### src/rtl/rv_alu_pkg.sv
// Shared RV32I ALU issue definitions: function codes, opcodes and the issued-op payload.
package rv_alu_pkg;

  localparam int RV_XLEN = 32;

  typedef enum logic [3:0] {
    ALU_ADD  = 4'b0000,
    ALU_SLL  = 4'b0001,
    ALU_SLT  = 4'b0010,
    ALU_SLTU = 4'b0011,
    ALU_XOR  = 4'b0100,
    ALU_SRL  = 4'b0101,
    ALU_OR   = 4'b0110,
    ALU_AND  = 4'b0111,
    ALU_SUB  = 4'b1000,
    ALU_LUI  = 4'b1001,
    ALU_SRA  = 4'b1101
  } alu_fun_t;

  localparam logic [6:0] OPC_OP     = 7'b0110011;
  localparam logic [6:0] OPC_OP_IMM = 7'b0010011;
  localparam logic [6:0] OPC_LUI    = 7'b0110111;
  localparam logic [6:0] OPC_AUIPC  = 7'b0010111;

  typedef struct packed {
    alu_fun_t             alu_fun;
    logic [RV_XLEN-1:0]   src_a;
    logic [RV_XLEN-1:0]   src_b;
    logic [4:0]           rd_addr;
    logic                 rd_we;
    logic                 illegal;
  } issue_op_t;

endpackage

### src/rtl/skid_buffer.sv
// Two-entry skid buffer: a registered output stage plus one overflow slot, so the
// upstream ready depends only on local state and no op is dropped or duplicated.
module skid_buffer #(
  parameter type T     = logic [7:0],
  parameter int  DEPTH = 2
) (
  input  logic clk,
  input  logic rst_n,
  input  logic in_valid,
  output logic in_ready,
  input  T     in_data,
  output logic out_valid,
  input  logic out_ready,
  output T     out_data
);

  generate
    if (DEPTH != 2) begin : g_depth_check
      $error("skid_buffer: only DEPTH=2 is supported");
    end
  endgenerate

  typedef enum logic [1:0] {
    EMPTY = 2'd0,
    ONE   = 2'd1,
    TWO   = 2'd2
  } skid_state_t;

  skid_state_t state, next_state;
  T            out_q, skid_q;
  logic        in_xfer, out_xfer;
  logic        load_out, load_skid, move_skid;

  assign in_ready  = (state != TWO);
  assign out_valid = (state != EMPTY);
  assign out_data  = out_q;
  assign in_xfer   = in_valid && in_ready;
  assign out_xfer  = out_valid && out_ready;

  // Next occupancy and which register captures data this cycle.
  always_comb begin
    next_state = state;
    load_out   = 1'b0;
    load_skid  = 1'b0;
    move_skid  = 1'b0;
    case (state)
      EMPTY: begin
        if (in_xfer) begin
          next_state = ONE;
          load_out   = 1'b1;
        end
      end
      ONE: begin
        if (in_xfer && out_xfer) begin
          load_out = 1'b1;
        end else if (in_xfer) begin
          next_state = TWO;
          load_skid  = 1'b1;
        end else if (out_xfer) begin
          next_state = EMPTY;
        end
      end
      TWO: begin
        if (out_xfer) begin
          next_state = ONE;
          move_skid  = 1'b1;
        end
      end
      default: next_state = EMPTY;
    endcase
  end

  // Occupancy state and payload registers; reset discards everything held.
  always_ff @(posedge clk or negedge rst_n) begin
    if (!rst_n) begin
      state  <= EMPTY;
      out_q  <= '0;
      skid_q <= '0;
    end else begin
      state <= next_state;
      if (load_out) begin
        out_q <= in_data;
      end else if (move_skid) begin
        out_q <= skid_q;
      end
      if (load_skid) begin
        skid_q <= in_data;
      end
    end
  end

endmodule

### src/rtl/alu_issue_stage.sv
// RV32I decode/issue stage for OP, OP-IMM, LUI and AUIPC feeding the ALU through a
// 2-entry skid buffer. Optional macro ALU_ISSUE_STATS_EN adds issued/illegal counters.
module alu_issue_stage
  import rv_alu_pkg::*;
#(
  parameter int XLEN  = 32,
  parameter int DEPTH = 2
) (
  input  logic            clk,
  input  logic            rst_n,
  input  logic            in_valid,
  output logic            in_ready,
  input  logic [31:0]     instr,
  input  logic [XLEN-1:0] pc,
  input  logic [XLEN-1:0] rs1_data,
  input  logic [XLEN-1:0] rs2_data,
  output logic            out_valid,
  input  logic            out_ready,
  output logic [3:0]      alu_fun,
  output logic [XLEN-1:0] src_a,
  output logic [XLEN-1:0] src_b,
  output logic [4:0]      rd_addr,
  output logic            rd_we,
  output logic            illegal
`ifdef ALU_ISSUE_STATS_EN
  ,
  output logic [31:0]     issued_cnt,
  output logic [31:0]     illegal_cnt
`endif
);

  generate
    if (XLEN != RV_XLEN) begin : g_xlen_check
      $error("alu_issue_stage: XLEN must match rv_alu_pkg::RV_XLEN");
    end
  endgenerate

  logic [6:0]      opcode;
  logic [2:0]      funct3;
  logic [6:0]      funct7;
  logic [XLEN-1:0] i_imm;
  logic [XLEN-1:0] u_imm;
  logic            legal;
  issue_op_t       dec_op;
  issue_op_t       out_op;

  assign opcode = instr[6:0];
  assign funct3 = instr[14:12];
  assign funct7 = instr[31:25];
  assign i_imm  = {{(XLEN-12){instr[31]}}, instr[31:20]};
  assign u_imm  = {{(XLEN-32){instr[31]}}, instr[31:12], 12'b0};

  // Decode the instruction into an issue op; anything undecodable becomes a zeroed illegal op.
  always_comb begin
    dec_op         = '0;
    legal          = 1'b0;
    dec_op.rd_addr = instr[11:7];
    case (opcode)
      OPC_OP: begin
        legal = (funct7 == 7'b0000000) ||
                ((funct7 == 7'b0100000) && ((funct3 == 3'b000) || (funct3 == 3'b101)));
        dec_op.alu_fun = alu_fun_t'({instr[30], funct3});
        dec_op.src_a   = rs1_data;
        dec_op.src_b   = rs2_data;
      end
      OPC_OP_IMM: begin
        case (funct3)
          3'b001:  legal = (funct7 == 7'b0000000);
          3'b101:  legal = (funct7 == 7'b0000000) || (funct7 == 7'b0100000);
          default: legal = 1'b1;
        endcase
        dec_op.alu_fun = alu_fun_t'({(funct3 == 3'b101) ? instr[30] : 1'b0, funct3});
        dec_op.src_a   = rs1_data;
        dec_op.src_b   = i_imm;
      end
      OPC_LUI: begin
        legal          = 1'b1;
        dec_op.alu_fun = ALU_LUI;
        dec_op.src_a   = u_imm;
        dec_op.src_b   = '0;
      end
      OPC_AUIPC: begin
        legal          = 1'b1;
        dec_op.alu_fun = ALU_ADD;
        dec_op.src_a   = pc;
        dec_op.src_b   = u_imm;
      end
      default: legal = 1'b0;
    endcase
    if (!legal) begin
      dec_op.alu_fun = ALU_ADD;
      dec_op.src_a   = '0;
      dec_op.src_b   = '0;
    end
    dec_op.rd_we   = legal && (instr[11:7] != 5'd0);
    dec_op.illegal = !legal;
  end

  skid_buffer #(
    .T     (issue_op_t),
    .DEPTH (DEPTH)
  ) u_skid (
    .clk       (clk),
    .rst_n     (rst_n),
    .in_valid  (in_valid),
    .in_ready  (in_ready),
    .in_data   (dec_op),
    .out_valid (out_valid),
    .out_ready (out_ready),
    .out_data  (out_op)
  );

  assign alu_fun = out_op.alu_fun;
  assign src_a   = out_op.src_a;
  assign src_b   = out_op.src_b;
  assign rd_addr = out_op.rd_addr;
  assign rd_we   = out_op.rd_we;
  assign illegal = out_op.illegal;

`ifdef ALU_ISSUE_STATS_EN
  // Count every op handed to the ALU, and separately those flagged illegal.
  always_ff @(posedge clk or negedge rst_n) begin
    if (!rst_n) begin
      issued_cnt  <= '0;
      illegal_cnt <= '0;
    end else if (out_valid && out_ready) begin
      issued_cnt <= issued_cnt + 32'd1;
      if (out_op.illegal) begin
        illegal_cnt <= illegal_cnt + 32'd1;
      end
    end
  end
`endif

endmodule

### config.mk
export PLATFORM = sky130hd
export DESIGN_NAME = alu_issue_stage
export DESIGN_NICKNAME = d
export VERILOG_FILES = /design/src/rtl/rv_alu_pkg.sv /design/src/rtl/skid_buffer.sv /design/src/rtl/alu_issue_stage.sv
export SDC_FILE = /design/constraint.sdc
export NUM_CORES = 1
export LEC_CHECK = 0
export ABC_CLOCK_PERIOD_IN_PS = 1800
export CAP_MARGIN = 20
export CORE_MARGIN = 2
export CORE_UTILIZATION = 48
export DETAILED_ROUTE_END_ITERATION = 8
export GPL_TIMING_DRIVEN = 0
export MAX_ROUTING_LAYER = met4
export PLACE_DENSITY = 0.8
export SYNTH_ARGS = -nofsm -noshare
export SYNTH_HDL_FRONTEND = slang
export SYNTH_SLANG_ARGS = --single-unit
### constraint.sdc
create_clock -name clk -period 1.8 [get_ports clk]
set_input_delay 0.36 -clock clk [delete_from_list [all_inputs] [get_ports clk]]
set_output_delay 0.36 -clock clk [all_outputs]
set_load 0.02 [all_outputs]
# Word level (Yosys, flattened, before mapping)
# Cells that the tools add are included.
op_classes:
  n_mul: 0
  muxes: 20
  n_addsub: 0
  div_mod_pow: 0
  shifts: 0
  bitwise: 0
  order_cmp: 0
  reduce_logical: 17
  eq_ne: 14
op_table:
  columns: ["op", "count"]
  rows:
  - ["68-bit one-hot mux with 4 select lines", 1]
  - ["75-bit 2-to-1 mux", 2]
  - ["68-bit 2-to-1 mux", 1]
  - ["7-bit by 6-bit equality test with 1-bit output, second input constant", 3]
  - ["7-bit by 5-bit equality test with 1-bit output, second input constant", 2]
  - ["2-bit 2-to-1 mux", 5]
  - ["7-bit logical NOT", 1]
  - ["1-bit 2-to-1 mux", 7]
  - ["2-bit one-hot mux with 3 select lines", 1]
  - ["1-bit logical AND", 5]
  - ["5-bit nonzero test", 1]
  - ["2-bit by 1-bit inequality test with 1-bit output, second input constant", 2]
  - ["2-bit inequality test, second input constant", 2]
  - ["1-bit one-hot mux with 2 select lines", 2]
  - ["4-bit AND reduction", 1]
  - ["2-bit nonzero test", 2]
  - ["3-bit by 1-bit equality test with 1-bit output, second input constant", 1]
  - ["3-bit equality test, second input constant", 1]
  - ["3-bit logical NOT", 1]
  - ["1-bit logical OR", 3]
  - ["3-bit by 1-bit inequality test with 1-bit output, second input constant", 1]
  - ["1-bit one-hot mux with 3 select lines", 1]
  - ["2-bit by 1-bit equality test with 1-bit output, second input constant", 1]
  - ["2-bit equality test, second input constant", 1]
  - ["other kinds (3)", 3]
word_totals:
  wordCells: 64
  latchBits: 0
  mem_bits_ro: 0
  inputBits: 132
  output_inout_bits: 77
  mem_count: 0
  ff_bits: 152
  mem_bits_rw: 0

# Logic depth before layout (Yosys ltp)
depth:
  ltp_word: 7
  mapped_depth: 8
  ltp_nobuf: 5

# Hierarchy
# Synthesis repeated with hierarchy kept, for this count alone.
hier_totals:
  cells_unflattened: 708
  hier_area_um2: 8119.0
by_module_without_submodules:
  columns: ["module", "instances", "cells_per_inst", "seq_area_each_um2", "area_each_um2"]
  rows:
  - ["skid_buffer", 1, 424, 3803.6, 6500.0]
  - ["alu_issue_stage", 1, 284, 0.0, 1619.1]

# Worst setup path before layout
# OpenSTA, ideal clock, no wires.
synth_path:
  path_type: "reg2reg"
  start: "reg u_skid.state[0]"
  end: "reg u_skid.out_q (netlist bit u_skid.out_data[33])"
  setup_ps: 137
  required_ps: 1663
  n_path_buf: 1
  synth_period_minus_slack_ps: 1806
  setup_slack_ps: -6
  stages_incl_launch_ff: 7
  arrival_ps: 1669
  cell_sequence: "dfrtp_1 -> nand2b_1 -> nor2_1 -> clkbuf_1 -> mux2_2 -> nand2_1 -> o21ai_0"
synth_via:
  elab_chain_cells: 6
  word_cells_on_any_way: 15
  classes_between: "eq/ne (3); mux (6); reduce/logical (6)"
synth_lines:
  columns: ["item", "line", "rtl"]
  rows:
  - ["from (decl)", "skid_buffer.sv:29", "skid_state_t state, next_state;"]
  - ["from (signal assigned)", "skid_buffer.sv:80", "state <= next_state;"]
  - ["2-bit inequality test (*)", "skid_buffer.sv:34", "assign in_ready = (state != TWO);"]
  - ["named net in_ready", "alu_issue_stage.sv:12", "output logic in_ready,"]
  - ["1-bit logical AND (*)", "skid_buffer.sv:37", "assign in_xfer = in_valid && in_ready;"]
  - ["1-bit logical AND", "skid_buffer.sv:54", "if (in_xfer && out_xfer) begin"]
  - ["1-bit 2-to-1 mux", "skid_buffer.sv:54", null]
  - ["1-bit one-hot mux with 2 select lines (*)", "skid_buffer.sv:46", "case (state)"]
  - ["75-bit 2-to-1 mux / 2-bit nonzero test (equally long branches)", null, null]
  - ["to (signal assigned)", "skid_buffer.sv:82", "out_q <= in_data;"]
  - ["to (signal assigned)", "skid_buffer.sv:84", "out_q <= skid_q;"]
  - ["to (decl)", "skid_buffer.sv:30", "T out_q, skid_q;"]
# The timed path passes the listed nets; every way through them passes the cells marked *.
# A chain may end at the register's enable or synchronous reset.

# Worst setup path in the final report
layout_path:
  start: "reg u_skid.out_q (netlist bit u_skid.out_data[32])"
  end: "out src_b[25]"
layout_rtl:
  columns: ["item", "line", "rtl"]
  rows:
  - ["to (decl)", "alu_issue_stage.sv:21", "output logic [XLEN-1:0] src_b,"]
# No word-level cell between the ends.

==> metrics <==
status complete, no violations; max cap viols 0; core area 15100 sq um; Synth top area share 0.512; Data arrival, critical path 1.42 ns; row cnt 45; area leader, netlist dfrtp_1; setup ws final 0.0217 ns; sequential fraction of the synthesis area 0.512; mean area per synthesized cell 9.77 sq um; Crit Path Category flop to primary output; Seq pwr share 0.425; leakage 4.67 nW; vias in the first global route 7212; buffer and inverter count on the worst path 1; Worst Path Required 1.44 ns; GRT Util Overall 0.320; fmax 562 MHz; Synth top cells by count dfrtp_1 (152), nand2_1 (150), o21ai_0 (91); combinational share of power 0.165; TritonCTS Buffers 17; Starting DRT DRC Count 927; CTS tree yes; crit end category primary output; routability-driven placement congestion ratio 0.904; Initial Util 0.491; Switching Share 0.266; Final Hold Viols 0; Routed Antenna Nets 0; routed vias/inst 6.13; total wire length 25.3 mm; post-synthesis cell type count 36; Clock Latency Late Sink 0.43 ns; share of cells above drive strength 1 0.142; RSZ-0062 raised after global routing yes; Clock H-tree levels 4; Seq cells post-synth 152; Final #Nets 1128; total grt overflow 0; first-pass GRT wire length 39.1 mm; Via Count 7332; Tot Pwr 8.41 mW; Crit Path Max Fanout 2; Post-synth top flop dfrtp_1; internal power 6.18 mW; net switching power 2.24 mW; DRC violations left 0; n_diodes 0; clock network power share 0.411; most frequent cell after synthesis dfrtp_1; die width 128 microns; critical path's top delay family buffers and inverters; Max VDD drop 0.000679 V; Top Ports 209; Place WS -1.09 ns; Final Util 0.701; IO Port Bufs 207; die height 128 microns; Area Overhead vs Synth 42.8%; largest cells by area after synthesis dfrtp_1 (51%), nand2_1 (7.6%), a22oi_1 (6.9%); mapped cell area 7430 sq um; CP max-delay cell clkdlybuf4s50_1; Root Driver clkbuf_16; Sink Count 152; worst slew pin tran 0.563 ns; Min Clock Period, post-route 1.78 ns; Fillers 1163; wire length per cell 21.2 microns; largest net degree at the start of global routing 96; Mapped Cells 761; flop2flop setup slack 0.04 ns; Setup Skew 0.00616 ns; CP peak stage delay 0.64 ns; startpoint types flop; EDFF count, synth 0; async set-or-reset flop fraction in the synthesized netlist 1.00; pwr/cell area 793 nW/um^2; initial antenna violation count 0; die area 16500 sq um; Yosys warnings 0; fin. max-slew vios 0; setup total negative slack 0 ns; post-route clock period utilization 0.988; net count after synthesis 893; clock slew at reported path FFs 0.06 ns; Worst Hold Class input port to flop; Slew HR 0.625; DP HPWL 17.7 mm; clk buf depth 2; Final setup viols 0; drt first pass iters 6; crit-path cells clkdlybuf4s50_1
[per-layer routing]
metal / GRT usage / vias to the layer above / routed length, microns
met2: 0.480 / 433 / 12000
met4: 0.129 / 0 / 949
met5: - / - / 0
met3: 0.0707 / 80 / 2480
li1: - / 3256 / -
met1: 0.424 / 3563 / 9900
[sequential cells by signal, indices dropped and copies added (netlist names)]
register         cells
u_skid.out_data     75
u_skid.skid_q       75
u_skid.state         2
[stage by stage]
stage                     std cells  instance area [sq um]  hold slack, ns
after floorplan                 761                   7450          0.0644
after global placement         1156                   9760           0.459
after detailed placement       1157                   9790           0.362
after CTS                      1193                  10500           0.479
after global routing           1197                  10600           0.356
final                          1197                  10600           0.343
[cell type report]
| type | count | area (sq um) | area share |
|---|---|---|---|
| flip-flops and latches | 152 | 3800 | 0.358 |
| well taps | 188 | 235 | 0.0222 |
| plain buffers | 71 | 412 | 0.0388 |
| multi-input cells | 536 | 3420 | 0.322 |
| inverters | 2 | 7.51 | 0.000707 |
| repair buffers | 216 | 2170 | 0.204 |
| clock buffers | 25 | 505 | 0.0476 |
| clock inverters | 7 | 66.3 | 0.00625 |
[placed cells by master, fill, tap and decap left out, drive strengths merged, types with 4 or more instances in the layout]
cell type / Yosys / layout
nand3: 9 / 9
clkdlybuf4s50: 0 / 173
and2: 4 / 4
dlymetal6s2s: 0 / 14
nand3b: 11 / 11
dfrtp: 152 / 152
o31ai: 72 / 72
nor2: 7 / 7
a22oi: 68 / 68
mux2i: 36 / 36
a22o: 7 / 7
clkbuf: 51 / 80
clkinv: 0 / 5
dlygate4sd2: 0 / 12
nand2: 151 / 151
o211ai: 21 / 21
nor2b: 4 / 4
nand2b: 10 / 10
buf: 20 / 31
mux2: 8 / 8
o21ai: 91 / 91
a21oi: 24 / 24
[cells by family (layout without fill, tap and decap cells)]
family | count (synthesis) | after routing | share of synthesized area
multiplexers | 44 | 44 | 0.0606
buffers and inverters | 73 | 321 | 0.0426
flip-flops | 152 | 152 | 0.512
AO/OA/AOI/OAI | 290 | 290 | 0.265
XOR/XNOR | 1 | 1 | 0.00118
AND/OR/NAND/NOR | 201 | 201 | 0.119
[power by group through the flow]
stage / clock network, mW / logic (mW) / registers (mW)
5_1_grt: 3.62 / 1.48 / 3.59
6_report: 3.46 / 1.38 / 3.57
2_1_floorplan: 0 / 0.524 / 3.67
3_5_place_dp: 0 / 1.29 / 3.63
3_3_place_gp: 0 / 1.26 / 3.63
4_1_cts: 3.47 / 1.33 / 3.57
[final timing paths]
check / from / to / cells past startpoint
worst max-delay path: u_skid.out_data[32] / src_b[25] / 1
max in group asynchronous: rst_n / u_skid.out_data[60] / 3
worst min register to register: u_skid.skid_q[54] / u_skid.skid_q[54] / 2
worst min-delay path: instr[14] / u_skid.skid_q[73] / 3
worst max register to register: u_skid.state[1] / u_skid.out_data[28] / 7
min in group asynchronous: rst_n / u_skid.out_data[3] / 2
[repair_timing]
action                                  CTS  global route
buffers inserted                          3             4
endpoints found under the setup margin  154           151
hold endpoints to repair                 57             0
gates resized for setup                  81            73
hold buffers                              1             0
pin swaps                                 4             2
Note: power is estimated with default switching activity, not from simulation.
